$ cat src/rtl/dbg_trace_capture.sv
// dbg_trace_capture: trigger-based trace buffer on the debug data bus.
// Once armed, din is written into a circular buffer every cycle until a masked
// trigger matches. A programmed number of post-trigger samples is then taken,
// the buffer is frozen, and it is drained oldest-first on a valid/ready port.
// Ports:
//   clk, rstn                  clock, synchronous active-low reset
//   din[WIDTH]                 debug data bus
//   arm                        1-cycle pulse that starts or restarts a capture
//   trig_val, trig_msk[WIDTH]  trigger compare value and mask (1 = bit compared)
//   post_cnt[CNT_W]            samples stored after the trigger sample
//   rd_vld, rd_rdy             read handshake
//   rd_data[WIDTH], rd_last    stored sample, final-sample flag
//   state[2]                   0 IDLE, 1 ARMED, 2 POST, 3 DONE
//   triggered                  trigger seen in the current capture
module dbg_trace_capture #(
  parameter int unsigned WIDTH = 8,
  parameter int unsigned DEPTH = 16,
  parameter int unsigned CNT_W = 5
) (
  input  logic             clk,
  input  logic             rstn,
  input  logic [WIDTH-1:0] din,
  input  logic             arm,
  input  logic [WIDTH-1:0] trig_val,
  input  logic [WIDTH-1:0] trig_msk,
  input  logic [CNT_W-1:0] post_cnt,
  output logic             rd_vld,
  input  logic             rd_rdy,
  output logic [WIDTH-1:0] rd_data,
  output logic             rd_last,
  output logic [1:0]       state,
  output logic             triggered
);

  localparam int unsigned AW = $clog2(DEPTH);

  localparam logic [1:0] S_IDLE  = 2'd0;
  localparam logic [1:0] S_ARMED = 2'd1;
  localparam logic [1:0] S_POST  = 2'd2;
  localparam logic [1:0] S_DONE  = 2'd3;

  logic [WIDTH-1:0] mem [DEPTH];
  logic [AW-1:0]    wr_ptr;
  logic [AW-1:0]    rd_ptr;
  logic [CNT_W-1:0] fill;
  logic [CNT_W-1:0] rd_cnt;
  logic [CNT_W-1:0] pc;
  logic [CNT_W-1:0] rem;

  logic [1:0]       state_nxt;
  logic             hit;
  logic             do_wr;
  logic             xfer;
  logic             load;
  logic [CNT_W-1:0] fill_inc;
  logic [AW-1:0]    wr_ptr_inc;
  logic [CNT_W-1:0] pc_clamp;

  assign fill_inc   = (fill == CNT_W'(DEPTH)) ? fill : fill + CNT_W'(1);
  assign wr_ptr_inc = wr_ptr + AW'(1);
  assign pc_clamp   = (post_cnt > CNT_W'(DEPTH - 1)) ? CNT_W'(DEPTH - 1) : post_cnt;

  // Next-state and per-cycle control; arm overrides everything but reset.
  always_comb begin
    state_nxt = state;
    hit       = ((din ^ trig_val) & trig_msk) == '0;
    do_wr     = 1'b0;
    xfer      = rd_vld & rd_rdy;
    load      = 1'b0;
    if (arm) begin
      state_nxt = S_ARMED;
    end else begin
      case (state)
        S_ARMED: begin
          do_wr = 1'b1;
          if (hit) state_nxt = (pc == '0) ? S_DONE : S_POST;
        end
        S_POST: begin
          do_wr = 1'b1;
          if (rem == CNT_W'(1)) state_nxt = S_DONE;
        end
        S_DONE: begin
          // Refill the output register when it is empty or being consumed.
          load = (rd_cnt != '0) && (!rd_vld || rd_rdy);
          if (xfer && rd_last) state_nxt = S_IDLE;
        end
        default: ;
      endcase
    end
  end

  // Sample storage; contents need no reset.
  always_ff @(posedge clk) begin
    if (rstn && do_wr) mem[wr_ptr] <= din;
  end

  // State register and datapath.
  always_ff @(posedge clk) begin
    if (!rstn) begin
      state     <= S_IDLE;
      wr_ptr    <= '0;
      rd_ptr    <= '0;
      fill      <= '0;
      rd_cnt    <= '0;
      pc        <= '0;
      rem       <= '0;
      rd_vld    <= 1'b0;
      rd_last   <= 1'b0;
      rd_data   <= '0;
      triggered <= 1'b0;
    end else begin
      state <= state_nxt;
      if (arm) begin
        wr_ptr    <= '0;
        fill      <= '0;
        triggered <= 1'b0;
        pc        <= pc_clamp;
        rd_vld    <= 1'b0;
        rd_last   <= 1'b0;
      end else begin
        if (do_wr) begin
          wr_ptr <= wr_ptr_inc;
          fill   <= fill_inc;
        end
        if (state == S_ARMED && hit) begin
          triggered <= 1'b1;
          rem       <= pc;
        end
        if (state == S_POST) rem <= rem - CNT_W'(1);
        // Freeze: oldest entry sits fill samples behind the write pointer.
        if (do_wr && state_nxt == S_DONE) begin
          rd_ptr <= wr_ptr_inc - AW'(fill_inc);
          rd_cnt <= fill_inc;
        end
        if (load) begin
          rd_data <= mem[rd_ptr];
          rd_last <= (rd_cnt == CNT_W'(1));
          rd_vld  <= 1'b1;
          rd_ptr  <= rd_ptr + AW'(1);
          rd_cnt  <= rd_cnt - CNT_W'(1);
        end else if (xfer) begin
          rd_vld  <= 1'b0;
          rd_last <= 1'b0;
        end
      end
    end
  end

endmodule

$ cat config.mk
export PLATFORM = sky130hd
export DESIGN_NAME = dbg_trace_capture
export DESIGN_NICKNAME = d
export VERILOG_FILES = /design/src/rtl/dbg_trace_capture.sv
export SDC_FILE = /design/constraint.sdc
export NUM_CORES = 1
export LEC_CHECK = 0
export ABC_AREA = 1
export BUFFER_PORTS_ARGS = -buffer_cell sky130_fd_sc_hd__buf_2
export CORE_MARGIN = 10
export CORE_UTILIZATION = 60
export DETAILED_ROUTE_END_ITERATION = 7
export HOLD_SLACK_MARGIN = 0.06
export PLACE_DENSITY = 0.79
export SYNTH_ARGS = -nofsm -noshare
export SYNTH_HDL_FRONTEND = slang
export SYNTH_SLANG_ARGS = --single-unit
$ cat constraint.sdc
create_clock -name clk -period 4.48 [get_ports clk]
set_clock_uncertainty 0.1 [all_clocks]
set_input_delay 0.896 -clock clk [delete_from_list [all_inputs] [get_ports clk]]
set_output_delay 0.896 -clock clk [all_outputs]
set_load 0.02 [all_outputs]
==> impl_metrics.yaml <==
placement:
  post-place-ws_ns: 1.40
  dp.cells: 900
  place_area_um2: 7860
  io_buffers: 45
  gp_congestion: 0.987
  hpwl_mm: 12.3
global_routing:
  grt_pass1_wl_mm: 29.9
  grt_start_max_net_pins: 67
  grt_pass1_vias: 5575
  overflow: 0
  antenna_found_initial: 0
  grt_usage_pct: 21.5
floorplan:
  design.core.area_um2: 12500
  fp.dieArea_um2: 17500
  die_h_um: 132
  start_util_pct: 60.6
  row_count: 41
  die_x_um: 132
  io_pins: 46
power:
  ir_drop_v: 0.000358
  finalPower_uw: 3350
  power_density_nw_per_um2: 398
  power_leakage_uw: 0.00319
cells_and_area:
  drive_gt1_share_pct: 15.0
  antennaDiodeCount: 0
  synthToLayoutAreaGrowth_pct: 10.8
  nets: 799
  fin_area_um2: 8400
  stdcell_count: 932
  final_cell_mix: "128 x edfxtp_1, 103 x nor2_1, 70 x o21ai_0"
  layout_commonest_cell: "edfxtp_1"
clock_tree:
  clock_sinks: 169
  clockBufferDepth: 2
  post_cts_resized: 0
  insertion_delay_ns: 0.43
  holdBufCountCts: 0
  cts_setup_buffers: 0
  cts_tree: "yes"
  cts-buffers-inserted: 17
  cts_max_level: 4
  clkTransAtPathRegs_ns: 0.07
  cts_root_buf: "clkbuf_16"
detailed_routing:
  drtIter0Drc: 796
  drc: 0
  wire_per_inst_um: 20.3
  drt-total-wl_mm: 18.9
  ant_nets: 0
  vias: 5719
  viasPerCell: 6.14
  drt_pass1_iterations: 5
critical_path:
  end_kind: "flip-flop"
  critical_path.most_common_cell: "inv_1"
  worstPathMaxFanout: 8
  worst-endpoint-arrival_ns: 3.04
  cp_slowest_stage_delay_ns: 0.60
  crit_path_cell_trace: "inv_1 -> ha_1 -> inv_1 -> nor2_2 -> inv_1 -> nor2_1 -> nand2_1 -> nor2_1"
  worstSetupStartpointType: "flip-flop"
  critPathKind: "reg -> reg"
  worstPathRequired_ns: 4.44
  worstPathBufferInverterCount: 3
  worst_path_max_delay_cell: "nor2_1"
  path_delay_family: "simple AND/OR/NAND/NOR gates"
synth:
  synth_cell_type_count: 40
  ys_warn_count: 0
  synth_edf_count: 128
  synth_area_leaders: "edfxtp_1 51%, dfxtp_1 11%, nor2_1 5.1%"
  synthFlopType: "edfxtp_1"
  syn_inst: 713
  syn_area_um2: 7580
  synth_top_area_share_pct: 50.7
  avgSynthCellArea_um2: 10.6
  synth_area_leader_cell: "edfxtp_1"
  synth_nets: 765
  async_flop_share_pct: 0
  synth.ff_latch_count: 169
  synth_seq_area_share_pct: 61.5
min_path:
  hold_class: "reg -> reg"
sta:
  fin_crit_sh_pct: 68.6
  rsz0062_at_grt: "no"
  worst_pin_slew_ns: 1.09
  drv_slew: 0
  fin_setup_tns_ns: 0
  fin_crit_ns: 3.08
  setup_viol: 0
  relSlewSlack_pct: 27.1
  max_freq_ghz: 0.325
  hold_viol: 0
  timing.final.ws_setup_ns: 1.40
outcome:
  outcome: "complete, no violations"
flow_run:
  cap_violations: 0
==> kinds of logic (layout without fill, tap and decap cells) <==
| family | count (synthesis) | count (layout) | share of synthesized area (%) |
|---|---|---|---|
| buffers and inverters | 105 | 152 | 5.97 |
| flip-flops | 169 | 169 | 61.5 |
| multiplexers | 1 | 1 | 0.132 |
| XOR/XNOR | 13 | 13 | 1.50 |
| AO/OA/AOI/OAI | 173 | 173 | 13.9 |
| AND/OR/NAND/NOR | 233 | 233 | 13.7 |
| adder cells (fa/ha/maj) | 19 | 19 | 3.23 |
==> cells in the mapped netlist (18+ instances only) <==
| cell | n |
|---|---|
| edfxtp_1 | 128 |
| nor2_1 | 103 |
| o21ai_0 | 70 |
| inv_1 | 65 |
| nand2_1 | 59 |
| nand3_1 | 42 |
| dfxtp_1 | 41 |
| o221ai_1 | 23 |
| a21oi_1 | 19 |
| o21ai_1 | 19 |
| ha_1 | 18 |
| o211ai_1 | 18 |
==> flip-flops by register name, indices dropped and copies added, names as in the netlist <==
name       flops
fill           5
mem          128
pc             5
rd_cnt         5
rd_data        8
rd_last        1
rd_ptr         4
rd_vld         1
rem            5
state          2
triggered      1
wr_ptr         4
==> through the flow <==
stage               hold slack [ns]  util, %
finish                        0.348     67.1
global route                  0.379     67.1
CTS                           0.350     67.1
detailed placement            0.341     62.8
global placement              0.338     62.8
floorplan                     0.331        -
==> cell type report <==
type	count	area, um^2
flip-flops and latches	169	4670
repair buffers	46	233
clock buffers	19	433
multi-input cells	439	2460
well taps	172	215
inverters	74	278
clock inverters	13	110
fillers	884	4120
==> where the power goes <==
group | switching (uW) | internal, uW | leakage, uW
registers | 20.8 | 1700 | 0.00148
logic | 186 | 85.8 | 0.00144
clock network | 629 | 724 | 0.000262
total | 836 | 2510 | 0.00319
==> worst register-to-register path, delay by kind of cell (launching register included) <==
family                     cells  cell delay [ns]
and+or+nand+nor                4             1.44
DFF                            1             0.41
buffers and inverters          3             0.38
adders and majority gates      1             0.38
==> metal layers <==
layer	wire, um	track usage [%]
met5	0	0
met4	682	10.6
met3	2030	5.56
met2	8810	33.8
met1	7370	27.0
==> final timing paths <==
| path | startpoint | end | slack [ns] | depth (start not counted) |
|---|---|---|---|---|
| min reg2reg | triggered | triggered | 0.35 | 2 |
| max reg2reg | state[0] | mem[4][4] | 1.40 | 8 |
| min | triggered | triggered | 0.35 | 2 |
| max | state[0] | mem[4][4] | 1.40 | 8 |
Note: power is estimated with default switching activity, not from simulation.
